[src/rtl/axis_fifo_ctrl_if.sv]
// Signal bundle between axis_fifo_ctrl, its push producer, its RAM and its AXIS consumer.
// The master modport is the controller's view; slave is the surrounding system's view.
interface axis_fifo_ctrl_if #(
  parameter int WIDTH     = 8,
  parameter int SIZE_LOG2 = 8
);
  logic [WIDTH-1:0]     idata;
  logic                 ienable;
  logic                 iafull;
  logic                 overflow;
  logic [SIZE_LOG2:0]   count;
  logic [SIZE_LOG2-1:0] ram_waddr;
  logic [WIDTH-1:0]     ram_wdata;
  logic                 ram_wenable;
  logic [SIZE_LOG2-1:0] ram_raddr;
  logic [WIDTH-1:0]     ram_rdata;
  logic [WIDTH-1:0]     odata;
  logic                 ovalid;
  logic                 oready;

  modport master (
    input  idata, ienable, ram_rdata, oready,
    output iafull, overflow, count, ram_waddr, ram_wdata, ram_wenable,
           ram_raddr, odata, ovalid
  );

  modport slave (
    output idata, ienable, ram_rdata, oready,
    input  iafull, overflow, count, ram_waddr, ram_wdata, ram_wenable,
           ram_raddr, odata, ovalid
  );
endinterface

[src/rtl/axis_fifo_ctrl.sv]
// Push-in / AXI-Stream-out FIFO sequencer around an external registered-read dual-port RAM.
// Hides the RAM read latency behind an output register plus a one-entry skid register.
module axis_fifo_ctrl #(
  parameter int WIDTH        = 8,
  parameter int SIZE_LOG2    = 8,
  parameter int AFULL_MARGIN = 16
) (
  input logic              clock,
  input logic              resetn,
  axis_fifo_ctrl_if.master bus
);

  localparam logic [SIZE_LOG2:0] FULL_LEVEL  = (SIZE_LOG2+1)'(2**SIZE_LOG2);
  localparam logic [SIZE_LOG2:0] AFULL_LEVEL = (SIZE_LOG2+1)'(2**SIZE_LOG2 - AFULL_MARGIN);

  logic [SIZE_LOG2:0] wptr;
  logic [SIZE_LOG2:0] rptr;
  logic [SIZE_LOG2:0] count_q;
  logic [SIZE_LOG2:0] level;
  logic               overflow_q;
  logic               inflight;
  logic               skid_valid;
  logic [WIDTH-1:0]   skid_data;
  logic               out_valid;
  logic [WIDTH-1:0]   out_data;
  logic               full;
  logic               push_ok;
  logic               xfer;
  logic               issue;
  logic [1:0]         pending;

  // Pending counts words already read out of the RAM but not yet handed to the consumer.
  always_comb begin
    full    = (count_q == FULL_LEVEL);
    push_ok = bus.ienable && !full;
    xfer    = out_valid && bus.oready;
    level   = wptr - rptr;
    pending = {1'b0, inflight} + {1'b0, skid_valid} + {1'b0, out_valid};
    issue   = (level != '0) && ((pending < 2'd2) || xfer);
  end

  assign bus.ram_wenable = push_ok;
  assign bus.ram_wdata   = bus.idata;
  assign bus.ram_waddr   = wptr[SIZE_LOG2-1:0];
  assign bus.ram_raddr   = rptr[SIZE_LOG2-1:0];
  assign bus.odata       = out_data;
  assign bus.ovalid      = out_valid;
  assign bus.count       = count_q;
  assign bus.overflow    = overflow_q;
  assign bus.iafull      = (count_q >= AFULL_LEVEL);

  always_ff @(posedge clock or negedge resetn) begin
    if (!resetn) begin
      wptr       <= '0;
      rptr       <= '0;
      count_q    <= '0;
      overflow_q <= 1'b0;
      inflight   <= 1'b0;
    end else begin
      if (push_ok) wptr <= wptr + 1'b1;
      if (issue)   rptr <= rptr + 1'b1;
      inflight <= issue;
      if (bus.ienable && full) overflow_q <= 1'b1;
      case ({push_ok, xfer})
        2'b10:   count_q <= count_q + 1'b1;
        2'b01:   count_q <= count_q - 1'b1;
        default: count_q <= count_q;
      endcase
    end
  end

  // The skid word is always older than an arriving word, so it refills the output first.
  always_ff @(posedge clock or negedge resetn) begin
    if (!resetn) begin
      out_valid  <= 1'b0;
      out_data   <= '0;
      skid_valid <= 1'b0;
      skid_data  <= '0;
    end else if (xfer) begin
      if (skid_valid) begin
        out_data <= skid_data;
        if (inflight) begin
          skid_data <= bus.ram_rdata;
        end else begin
          skid_valid <= 1'b0;
        end
      end else if (inflight) begin
        out_data <= bus.ram_rdata;
      end else begin
        out_valid <= 1'b0;
      end
    end else if (inflight) begin
      if (!out_valid) begin
        out_valid <= 1'b1;
        out_data  <= bus.ram_rdata;
      end else begin
        skid_valid <= 1'b1;
        skid_data  <= bus.ram_rdata;
      end
    end
  end

endmodule

[src/flat_wrapper.sv]
// flat-port wrapper written by rule: the top's interface ports become plain ports
module axis_fifo_ctrl_flat 
#(
  parameter int WIDTH        = 8,
  parameter int SIZE_LOG2    = 8,
  parameter int AFULL_MARGIN = 16
)
  (clock, resetn, bus_idata, bus_ienable, bus_ram_rdata, bus_oready, bus_iafull, bus_overflow, bus_count, bus_ram_waddr, bus_ram_wdata, bus_ram_wenable, bus_ram_raddr, bus_odata, bus_ovalid);
  axis_fifo_ctrl_if #(.WIDTH(WIDTH), .SIZE_LOG2(SIZE_LOG2)) bus_i ();
  input logic clock;
  input logic resetn;
  input wire logic [$bits(bus_i.idata)-1:0] bus_idata;
  input wire logic [$bits(bus_i.ienable)-1:0] bus_ienable;
  input wire logic [$bits(bus_i.ram_rdata)-1:0] bus_ram_rdata;
  input wire logic [$bits(bus_i.oready)-1:0] bus_oready;
  output wire logic [$bits(bus_i.iafull)-1:0] bus_iafull;
  output wire logic [$bits(bus_i.overflow)-1:0] bus_overflow;
  output wire logic [$bits(bus_i.count)-1:0] bus_count;
  output wire logic [$bits(bus_i.ram_waddr)-1:0] bus_ram_waddr;
  output wire logic [$bits(bus_i.ram_wdata)-1:0] bus_ram_wdata;
  output wire logic [$bits(bus_i.ram_wenable)-1:0] bus_ram_wenable;
  output wire logic [$bits(bus_i.ram_raddr)-1:0] bus_ram_raddr;
  output wire logic [$bits(bus_i.odata)-1:0] bus_odata;
  output wire logic [$bits(bus_i.ovalid)-1:0] bus_ovalid;
  assign bus_i.idata = bus_idata;
  assign bus_i.ienable = bus_ienable;
  assign bus_i.ram_rdata = bus_ram_rdata;
  assign bus_i.oready = bus_oready;
  assign bus_iafull = bus_i.iafull;
  assign bus_overflow = bus_i.overflow;
  assign bus_count = bus_i.count;
  assign bus_ram_waddr = bus_i.ram_waddr;
  assign bus_ram_wdata = bus_i.ram_wdata;
  assign bus_ram_wenable = bus_i.ram_wenable;
  assign bus_ram_raddr = bus_i.ram_raddr;
  assign bus_odata = bus_i.odata;
  assign bus_ovalid = bus_i.ovalid;
  axis_fifo_ctrl #(.WIDTH(WIDTH), .SIZE_LOG2(SIZE_LOG2), .AFULL_MARGIN(AFULL_MARGIN)) u_core (.clock(clock), .resetn(resetn), .bus(bus_i));
endmodule
[config.mk]
export PLATFORM = sky130hd
export DESIGN_NAME = axis_fifo_ctrl_flat
export DESIGN_NICKNAME = d
export VERILOG_FILES = /design/src/rtl/axis_fifo_ctrl_if.sv /design/src/rtl/axis_fifo_ctrl.sv /design/src/flat_wrapper.sv
export SDC_FILE = /design/constraint.sdc
export NUM_CORES = 1
export LEC_CHECK = 0
export ABC_CLOCK_PERIOD_IN_PS = 4100
export BUFFER_PORTS_ARGS = -buffer_cell sky130_fd_sc_hd__buf_2
export CAP_MARGIN = 15
export CELL_PAD_IN_SITES_DETAIL_PLACEMENT = 1
export CELL_PAD_IN_SITES_GLOBAL_PLACEMENT = 2
export CORE_MARGIN = 5
export CORE_UTILIZATION = 34
export DETAILED_ROUTE_END_ITERATION = 10
export GPL_ROUTABILITY_DRIVEN = 0
export PLACE_DENSITY_LB_ADDON = 0.1
export SYNTH_ARGS = -nofsm -noshare
export SYNTH_HDL_FRONTEND = slang
export SYNTH_SLANG_ARGS = --single-unit
[constraint.sdc]
create_clock -name clock -period 4.1 [get_ports clock]
set_input_delay 0 -clock clock [delete_from_list [all_inputs] [get_ports clock]]
set_output_delay 0 -clock clock [all_outputs]
set_load 0.05 [all_outputs]
After elaboration in Yosys (flattened, before gate mapping)
Cells that the tools add are included.
W data, S select, Z words.
{"block": "classes", "add_sub_neg": 7, "n_lt_le_gt_ge": 2, "eq_ne": 8, "muxes": 19, "n_reduce_logical": 15}
{"operator": "$mux W8", "n": 9}
{"operator": "$add A9 B1 Y9 const B", "n": 3}
{"operator": "$pmux W9 S2", "n": 1}
{"operator": "$eq A9 B9 Y1 const B", "n": 1}
{"operator": "$ge A9 B8 Y1 const B", "n": 1}
{"operator": "$mux W1", "n": 9}
{"operator": "$reduce_bool A9 Y1", "n": 1}
{"operator": "$sub A9 B1 Y9 const B", "n": 1}
{"operator": "$sub A9 B9 Y9", "n": 1}
{"operator": "$reduce_bool A2 Y1", "n": 4}
{"operator": "$ne A2 B2 Y1 const B", "n": 3}
{"operator": "$reduce_and A3 Y1", "n": 2}
{"operator": "$logic_and A1 B1 Y1", "n": 4}
{"operator": "$ne A2 B1 Y1 const B", "n": 2}
{"operator": "$reduce_and A4 Y1", "n": 1}
{"operator": "$add A1 B1 Y2", "n": 1}
{"operator": "$add A2 B1 Y2", "n": 1}
{"operator": "$eq A2 B1 Y1 const B", "n": 1}
{"operator": "$eq A2 B2 Y1 const B", "n": 1}
{"operator": "$lt A2 B2 Y1 const B", "n": 1}
{"operator": "$reduce_and A2 Y1", "n": 1}
{"operator": "$logic_not A1 Y1", "n": 1}
{"operator": "$logic_or A1 B1 Y1", "n": 1}
{"block": "word_totals", "ff_bits": 47, "input_bits": 20}

Logic depth before layout (Yosys ltp)
Gate-level depths: netlist of the first run.
{"block": "logic_depth", "ltp_word": 5, "mapped_depth": 14, "depth_no_buf": 13}

Worst setup path before layout of the first run
OpenSTA, ideal clock, no wires.
{"block": "synth_path", "path_kind": "reg-to-reg", "from": "register u_core.count_q[0], in the netlist u_core.bus.count[0]", "to": "register u_core.count_q[8], in the netlist u_core.bus.count[8]", "setup_time_ns": 0.142, "arrival_time_ns": 3.726, "required_ns": 3.958, "path_slack_ns": 0.232, "path_stages_with_launch": 15, "path_buffers": 1, "path_cell_list": "dfrtp_1 > nor3_1 > nand4b_1 > and2_1 > clkbuf_1 > inv_1 > ha_1 > fa_1 > a21o_1 > a21oi_1 > nor2b_1 > o21a_1 > o41ai_1 > mux2i_1 > xnor2_1"}
{"block": "synth_between", "elab_chain_cells": 5}
{"element": "start: declaration", "line_no": "axis_fifo_ctrl.sv:18", "source": "logic [SIZE_LOG2:0] count_q;"}
{"element": "start signal: assignment", "line_no": "axis_fifo_ctrl.sv:65", "source": "2'b10: count_q <= count_q + 1'b1;"}
{"element": "start signal: assignment", "line_no": "axis_fifo_ctrl.sv:66", "source": "2'b01: count_q <= count_q - 1'b1;"}
{"element": "start signal: assignment", "line_no": "axis_fifo_ctrl.sv:67", "source": "default: count_q <= count_q;"}
{"element": "$eq A9 B9 Y1 *", "line_no": "axis_fifo_ctrl.sv:34", "source": "full = (count_q == FULL_LEVEL);"}
{"element": "$logic_not A1 Y1 *", "line_no": "axis_fifo_ctrl.sv:35", "source": "push_ok = bus.ienable && !full;"}
{"element": "$logic_and A1 B1 Y1 *", "line_no": "axis_fifo_ctrl.sv:35"}
{"element": "net bus_ram_wenable", "line_no": "flat_wrapper.sv:21", "source": "output wire logic [$bits(bus_i.ram_wenable)-1:0] bus_ram_wenable;"}
{"element": "$eq A2 B1 Y1 or $eq A2 B2 Y1 (tied branches)", "line_no": "axis_fifo_ctrl.sv:64", "source": "case ({push_ok, xfer})"}
{"element": "$pmux W9 S2 or $reduce_bool A2 Y1 (tied branches)"}
Mark *: on every way through the listed nets, which the timed path passes. The rest lies on a longest branch.
A chain may end at the register's enable or synchronous reset.

Worst setup path in the final report of the first run
{"block": "layout_path", "from": "register u_core.count_q[0], in the netlist u_core.bus.count[0]", "to": "register u_core.count_q[8], in the netlist u_core.bus.count[8]"}
{"block": "layout_between", "elab_chain_cells": 5}
{"element": "branches (longest 5 deep; another with $sub A9 B1 Y9)"}
Several ways; the timed one is not identified.

==> results of run 1 <==
[path summary, 6_finish.rpt]
kind                                       end  slack (ps)
hold reg to reg            u_core.bus.odata[7]         490
hold / removal                bus_ram_wdata[7]        0.02
max in group asynchronous  u_core.bus.count[4]        3350
min in group asynchronous  u_core.bus.odata[0]         310
setup / recovery           u_core.bus.count[8]         630
setup reg to reg           u_core.bus.count[8]         630
[cell usage after synthesis, drive strengths merged (8+ instances only)]
master and n:
mux2 11, inv 17, nand3 8, o21ai 21, dfrtp 47, nand2 24
buf 26, xnor2 18, a21oi 8, ha 19, nor2 12, mux2i 9
[routing by layer]
layer / GRT usage [%] / vias to the layer above / wire, um
li1: - / 1070 / -
met4: 3.13 / 0 / 55
met1: 19.2 / 1013 / 3340
met5: 0 / - / 0
met2: 21.0 / 37 / 2900
met3: 2.73 / 7 / 323
[area by class of cell]
| class | instances | area (um^2) |
|---|---|---|
| clock inverters | 2 | 38.8 |
| repair buffers | 59 | 348 |
| multi-input cells | 197 | 1460 |
| inverters | 17 | 63.8 |
| fillers | 959 | 4960 |
| flip-flops and latches | 47 | 1180 |
| clock buffers | 6 | 82.6 |
| well taps | 105 | 131 |
[registers in the layout, indices dropped and copies added (netlist names)]
name	flops
u_core.skid_data	8
u_core.rptr	9
u_core.wptr	9
u_core.inflight	1
u_core.bus.ovalid	1
u_core.bus.overflow	1
u_core.skid_valid	1
u_core.bus.odata	8
u_core.bus.count	9
[stage by stage]
step	cells	hold slack (ps)	instance area, um^2	util (%)
final	433	0.0193	3300	39.9
after global routing	433	0.0925	3300	39.9
after CTS	433	0.341	3300	39.9
after detailed placement	415	0.341	3080	37.2
after global placement	415	0.341	3080	37.2
after floorplan	290	-296	2900	-
[timing repair]
action                                 in CTS  in global routing
setup buffers                               0                  0
hold buffers                               10                  0
setup endpoints to repair                   0                  0
endpoints found under the hold margin      59                  0
[kinds of logic (layout without fill, tap and decap cells)]
family                   Yosys count  after routing  share of synthesized area, %
AO/OA/AOI/OAI                     50             50                          11.6
XOR/XNOR                          25             25                          7.56
adder cells (fa/ha/maj)           20             20                          8.90
buffers and inverters             46             84                          9.11
flip-flops                        47             47                          40.6
multiplexers                      20             20                          7.52
AND/OR/NAND/NOR                   82             82                          14.7
==> impl_metrics.yaml, run 1 <==
timing:
  period_needed_ps: 3470
  tightest_slew_ps: 933
  fin_ws_ps: 627
  hold_viol: 0
  finalCritPeriodShare_pct: 84.7
  slew_headroom_pct: 37.4
  final_max_slew_viol_count: 0
  setup_viol: 0
  fmax_ghz: 0.288
  clock_skew_ps: 9.68
  setup_tns_ps: 0
  rsz0062_at_grt: "false"
status:
  status: "complete, no violations"
finish:
  layout_common_cells: "buf_2 (48), dfrtp_1 (47), nand2_1 (24)"
  fin_nets: 367
  area_growth_pct: 13.8
  diodes: 0
  drive_above_1_share_pct: 22.0
  final_common_cell: "buf_2"
clock_tree:
  htree_levels: 2
  clockBufferDepth: 2
  numCtsBuffers: 5
  cts_tree: "built"
  cts.sinks: 47
  clk_pin_slew_worst_paths_ps: 100
  post_cts_resized: 0
  cts_root_buffer: "clkbuf_8"
  clock_latency_ps: 300
worst_setup_path:
  r2r_start: "u_core.bus.count[0]"
  critPathBufInv: 1
  critical_path_depth: 13
  path_max_fanout: 10
  critPathLaunchType: "register"
  cpMaxStageDelayCell: "dfrtp_1"
  cp-end-kind: "register"
  crit_arrival_ps: 3700
  path_delay_family: "compound AO/OA/AOI/OAI gates"
  crit_path_start: "u_core.bus.count[0]"
  reg2reg_depth: 13
  critPathKind: "reg -> reg"
  slowest_delay_ps: 460
  critical_path_required_ps: 4330
  crit_chain: "nor3_1 > nand4b_1 > and2_1 > inv_1 > ha_1 > ha_1 > a21o_1 > a21oi_1 > nor2b_1 > o21a_1 > o41ai_1 > mux2i_1 > xnor2_1"
  cpMostUsedCell: "ha_1"
route:
  postRouteAntennaNets: 0
  vias: 2127
  drt-pass1-iter-count: 4
  drc: 0
  via_per_inst: 4.91
  wl_per_cell_um: 15.3
  drtIter0Drc: 37
  routed_wl_um: 6630
yosys:
  seq_area_frac_synth_pct: 40.6
  synth_top_area_cell: "dfrtp_1"
  synthFlopType: "dfrtp_1"
  synth.avg_cell_area_um2: 9.99
  yosysWarningCount: 0
  synth_top_cell_area_share_pct: 40.6
  synth.area.top_cells: "dfrtp_1 (41%), ha_1 (8.2%), buf_4 (6.2%)"
  synth_nets: 330
  synth_edf_count: 0
  synth_cells: 290
  netlist_area_um2: 2900
  yosysUniqueCellTypes: 49
  async_reset_ff_share_pct: 100
  ys_ff_latch: 47
placement:
  port_buffers: 48
  hpwl_um: 4960
  pre_cts_slack_ps: 625
run:
  maxCapViolCount: 0
global_route:
  grt-ovfl-total: 0
  grt_pass1_vias: 2238
  grt_pass1_wl_um: 11100
  antenna_found_initial: 0
  grt_max_degree: 48
  track_usage_pct: 13.4
hold_path:
  min-delay-start: "bus_idata[7]"
  min_path_cells: 0
  hold_class: "in -> out"
floorplanning:
  coreArea_um2: 8260
  dieHeight_um: 102
  die-area_um2: 10500
  die_x_um: 102
  num_rows: 33
  io_pins: 65
  start_util_pct: 35.1
Power of run 1 is left out: the tool's default activity adds up to more than one toggle a clock period on the data nets, which glitch-free logic cannot reach.
==> inputs of run 2 (changes only) <==
--- a/config.mk
+++ b/config.mk
@@ -5,7 +5,7 @@
 export SDC_FILE = /design/constraint.sdc
 export NUM_CORES = 1
 export LEC_CHECK = 0
-export ABC_CLOCK_PERIOD_IN_PS = 4100
+export ABC_CLOCK_PERIOD_IN_PS = 3480
 export BUFFER_PORTS_ARGS = -buffer_cell sky130_fd_sc_hd__buf_2
 export CAP_MARGIN = 15
 export CELL_PAD_IN_SITES_DETAIL_PLACEMENT = 1
==> constraint.sdc (replaced) <==
create_clock -name clock -period 3.48 [get_ports clock]
set_input_delay 0 -clock clock [delete_from_list [all_inputs] [get_ports clock]]
set_output_delay 0 -clock clock [all_outputs]
set_load 0.05 [all_outputs]
==> impl_metrics.yaml, run 2 (synthesis results as in run 1) <==
status:
  status: "complete, no violations"
clock_tree:
  htree_levels: 2
  numCtsBuffers: 5
  clock_latency_ps: 300
  clk_pin_slew_worst_paths_ps: 90
  cts_root_buffer: "clkbuf_8"
  post_cts_buffers: 0
  clockBufferDepth: 2
  cts_tree: "built"
  cts.sinks: 47
timing:
  final_max_slew_viol_count: 0
  finalCritPeriodShare_pct: 89.2
  hold_viol: 0
  tightest_slew_ps: 1000
  clock_skew_ps: 6.79
  slew_headroom_pct: 32.9
  setup_viol: 0
  period_needed_ps: 3100
  fmax_ghz: 0.322
  setup_tns_ps: 0
  rsz0062_at_grt: "false"
worst_setup_path:
  path_max_fanout: 7
  rrSetupSlack_ps: 380
  cpMaxStageDelayCell: "dfrtp_2"
  critPathKind: "reg -> reg"
  r2r_start: "u_core.bus.count[3]"
  r2r_end: "u_core.bus.count[8]"
  slowest_delay_ps: 440
  cp-end-kind: "register"
  reg2reg_depth: 13
  critical_path_required_ps: 3710
  crit_chain: "nor4_1 > nand4b_1 > and2_2 > inv_1 > ha_2 > ha_1 > a21o_1 > a21oi_1 > nor2b_1 > o21a_1 > o41ai_2 > mux2i_1 > xnor2_1"
  crit_arrival_ps: 3330
  critPathLaunchType: "register"
hold_path:
  min_path_cells: 0
  hold_class: "in -> out"
  min-delay-start: "bus_idata[5]"
  min_to: "bus_ram_wdata[5]"
global_route:
  grt_pass1_vias: 2261
  gr-max-usage-layer: "met2"
  grt_util_met1_pct: 19.2
  grt_max_degree: 30
  grt_pass1_wl_um: 11000
  track_usage_pct: 13.4
  antenna_found_initial: 0
  grt-ovfl-total: 0
  use_met2_pct: 20.6
  use_met3_pct: 2.87
placement:
  port_buffers: 48
  postPlaceCellArea_um2: 3110
  hpwl_um: 5010
route:
  vias: 2148
  drt-pass1-iter-count: 4
  routed_wl_um: 6530
  drc: 0
  postRouteAntennaNets: 0
  drtIter0Drc: 49
  wl_per_cell_um: 14.9
  via_per_inst: 4.92
floorplanning:
  coreArea_um2: 8260
  num_rows: 33
  start_util_pct: 35.1
  io_pins: 65
  dieHeight_um: 102
  die-area_um2: 10500
  die_x_um: 102
finish:
  multiInputGateArea_um2: 1470
  regArea_um2: 1180
  fin_nets: 371
  final_common_cell: "buf_2"
  nFillCells: 969
  fin_area_um2: 3340
  area_growth_pct: 15.2
  drive_above_1_share_pct: 25.6
  diodes: 0
  layout_common_cells: "buf_2 (48), dfrtp_1 (41), nand2_1 (24)"
run:
  maxCapViolCount: 0
==> run 2: changes by cell type in the layout (fill, tap and decap cells not counted), sizes merged <==
cell    before  now
buf         49   53
clkbuf       6    5
inv         18   17
clkinv       0    2
==> run 2: how the worst max path moves through the flow <==
stage / from / end / slack, ps
6_report: u_core.bus.count[3] / u_core.bus.count[8] / 380
5_1_grt: u_core.bus.count[3] / u_core.bus.count[8] / 60
4_1_cts: u_core.bus.count[3] / u_core.bus.count[8] / 170
3_5_place_dp: u_core.bus.count[3] / u_core.bus.count[8] / 180
3_3_place_gp: u_core.bus.count[0] / u_core.bus.count[8] / 300
2_1_floorplan: u_core.bus.count[2] / u_core.bus.count[8] / 9
==> run 2: what timing repair did <==
item / 4_1_cts / 5_1_grt
hold endpoints to repair: 30 / 0
endpoints found under the setup margin: 0 / 2
gates resized for setup: 0 / 4
hold buffers: 10 / 0
==> run 2: through the flow <==
stage               utilization [%]  hold WS, ps  std cells  setup slack (ps)
global route                   40.4       0.0925        437              56.3
detailed placement             37.7        -35.9        419               184
floorplan                         -         -296        290              9.05
finish                         40.4       0.0193        437               377
CTS                            40.3        0.370        437               169
global placement               37.7        -38.6        419               295
==> run 2: routing by layer <==
metal / up-vias / part of all wire [%]
met5: - / 0
met4: 0 / 0.81
met3: 7 / 4.4
met2: 47 / 45
met1: 1025 / 50
li1: 1069 / -
==> run 2: layout make-up <==
cell class / count / share of cell area, %
multi-input combinational: 197 / 44.0
sequential: 47 / 35.5
timing repair buffer: 63 / 11.3
tap: 105 / 3.94
clock buffer: 5 / 2.06
inverter: 17 / 1.91
clock inverter: 3 / 1.31
==> run 2: critical path, delay by kind of cell, from the launching register on <==
kind	cells	cell delay [ps]
compound gates	4	810
fa+ha+maj	2	490
buf+inv	1	80
flops	1	440
simple gates	4	830
xor+xnor	1	130
mux	1	250
Power of run 2 is left out for the same reason.
==> inputs of run 3 (changes only) <==
--- a/config.mk
+++ b/config.mk
@@ -5,7 +5,7 @@
 export SDC_FILE = /design/constraint.sdc
 export NUM_CORES = 1
 export LEC_CHECK = 0
-export ABC_CLOCK_PERIOD_IN_PS = 3480
+export ABC_CLOCK_PERIOD_IN_PS = 2900
 export BUFFER_PORTS_ARGS = -buffer_cell sky130_fd_sc_hd__buf_2
 export CAP_MARGIN = 15
 export CELL_PAD_IN_SITES_DETAIL_PLACEMENT = 1
@@ -15,6 +15,7 @@
 export DETAILED_ROUTE_END_ITERATION = 10
 export GPL_ROUTABILITY_DRIVEN = 0
 export PLACE_DENSITY_LB_ADDON = 0.1
+export SLEW_MARGIN = 25
 export SYNTH_ARGS = -nofsm -noshare
 export SYNTH_HDL_FRONTEND = slang
 export SYNTH_SLANG_ARGS = --single-unit
==> constraint.sdc (replaced) <==
create_clock -name clock -period 2.9 [get_ports clock]
set_input_delay 0 -clock clock [delete_from_list [all_inputs] [get_ports clock]]
set_output_delay 0 -clock clock [all_outputs]
set_load 0.05 [all_outputs]
==> impl_metrics.yaml, run 3 (synthesis results as in run 1) <==
status:
  status: "complete, no violations"
finish:
  area_growth_pct: 21.6
  final_common_cell: "buf_2"
  diodes: 0
  post-route-util_pct: 42.6
  fin_nets: 384
  drive_above_1_share_pct: 31.3
  layout_common_cells: "buf_2 (48), dfrtp_1 (38), nand2_1 (24)"
worst_setup_path:
  critPathKind: "reg -> reg"
  crit_arrival_ps: 3020
  cp-end-kind: "register"
  critical_path_required_ps: 3130
  path_max_fanout: 7
  critPathLaunchType: "register"
global_route:
  antenna_found_initial: 0
  grt_pass1_vias: 2281
  track_usage_pct: 13.7
  grt_pass1_wl_um: 11400
  grt_max_degree: 32
  grt-ovfl-total: 0
floorplanning:
  die_x_um: 102
  die-area_um2: 10500
  num_rows: 33
  coreArea_um2: 8260
  dieHeight_um: 102
  start_util_pct: 35.1
  io_pins: 65
timing:
  slew_headroom_pct: 37.4
  setup_viol: 0
  period_needed_ps: 2790
  hold_viol: 0
  rsz0062_at_grt: "true"
  fmax_ghz: 0.358
  tightest_slew_ps: 933
  finalCritPeriodShare_pct: 96.2
  final_max_slew_viol_count: 0
  clock_skew_ps: 6.19
  fin_hold_ws_ps: 0.0193
placement:
  port_buffers: 48
  hpwl_um: 5360
clock_tree:
  clockBufferDepth: 2
  cts.sinks: 47
  clk_pin_slew_worst_paths_ps: 90
  cts_root_buffer: "clkbuf_8"
  clock_latency_ps: 300
  htree_levels: 2
  post_cts_buffers: 0
  numCtsBuffers: 5
  cts_tree: "built"
route:
  drtIter0Drc: 23
  drt-pass1-iter-count: 4
  wl_per_cell_um: 15.2
  drc: 0
  routed_wl_um: 6840
  vias: 2181
  via_per_inst: 4.85
  postRouteAntennaNets: 0
run:
  maxCapViolCount: 0
hold_path:
  hold_class: "in -> out"
run 3: cell types whose count changed in the layout (fill, tap and decap cells not counted), moves of 2 or more:
cell | before | now
ha_4 | 0 | 2
buf_4 | 5 | 18
dfrtp_1 | 41 | 38
nor4_1 | 5 | 3
dfrtp_2 | 6 | 9
a21oi_1 | 8 | 6
a21oi_2 | 0 | 2
run 3: routing by layer:
layer | share of wire (%) | global-route usage [%] | vias up
met2 | 46 | 22.2 | 41
met1 | 49 | 19.2 | 1038
met4 | 0.69 | 2.72 | 0
li1 | - | - | 1098
met5 | 0 | 0 | -
met3 | 4.3 | 2.73 | 4
run 3: worst paths after layout:
check	from	end	slack [ps]	depth (start not counted)
min in group asynchronous	resetn	u_core.bus.odata[1]	280	2
worst max register to register	u_core.bus.count[3]	u_core.bus.count[8]	110	14
worst min-delay path	bus_idata[5]	bus_ram_wdata[5]	0.02	0
worst min register to register	u_core.bus.odata[1]	u_core.bus.odata[1]	480	2
worst max-delay path	u_core.bus.count[3]	u_core.bus.count[8]	110	14
max in group asynchronous	resetn	u_core.bus.count[7]	1870	3
run 3: repair_timing:
| action | 4_1_cts | 5_1_grt |
|---|---|---|
| hold endpoints to repair | 39 | 0 |
| pin swaps | 0 | 1 |
| hold buffers | 10 | 0 |
| endpoints found under the setup margin | 1 | 5 |
| resized for setup | 2 | 4 |
| gates cloned | 0 | 0 |
run 3: per-stage QoR:
step           TNS [ps]  cells  cell area, um^2  setup WS, ps
2_1_floorplan      -124    290             2960          -124
3_3_place_gp          0    432             3260          1.01
3_5_place_dp      -48.6    432             3260         -48.6
4_1_cts               0    450             3500          18.3
5_1_grt           -35.7    450             3520         -35.7
6_report              0    450             3520           109
run 3: critical path: stages (launching register included):
cell and delay (ps):
dfrtp_2 420, nor4_4 50, nand4b_1 110, and2_4 170, inv_4 30, ha_4 170
buf_4 160, fa_2 350, a21o_1 190, a21oi_2 160, nor2b_1 70, o21a_1 190
o41ai_2 250, mux2i_1 270, xnor2_1 140
run 3: cell type report:
class,count,area [um^2]
Multi-Input combinational cell,197,1520
Clock inverter,3,67.6
Clock buffer,5,68.8
Sequential cell,47,1190
Tap cell,105,131
Fill cell,968,4740
Timing Repair Buffer,76,475
Inverter,17,66.3
Power of run 3 is left out for the same reason.
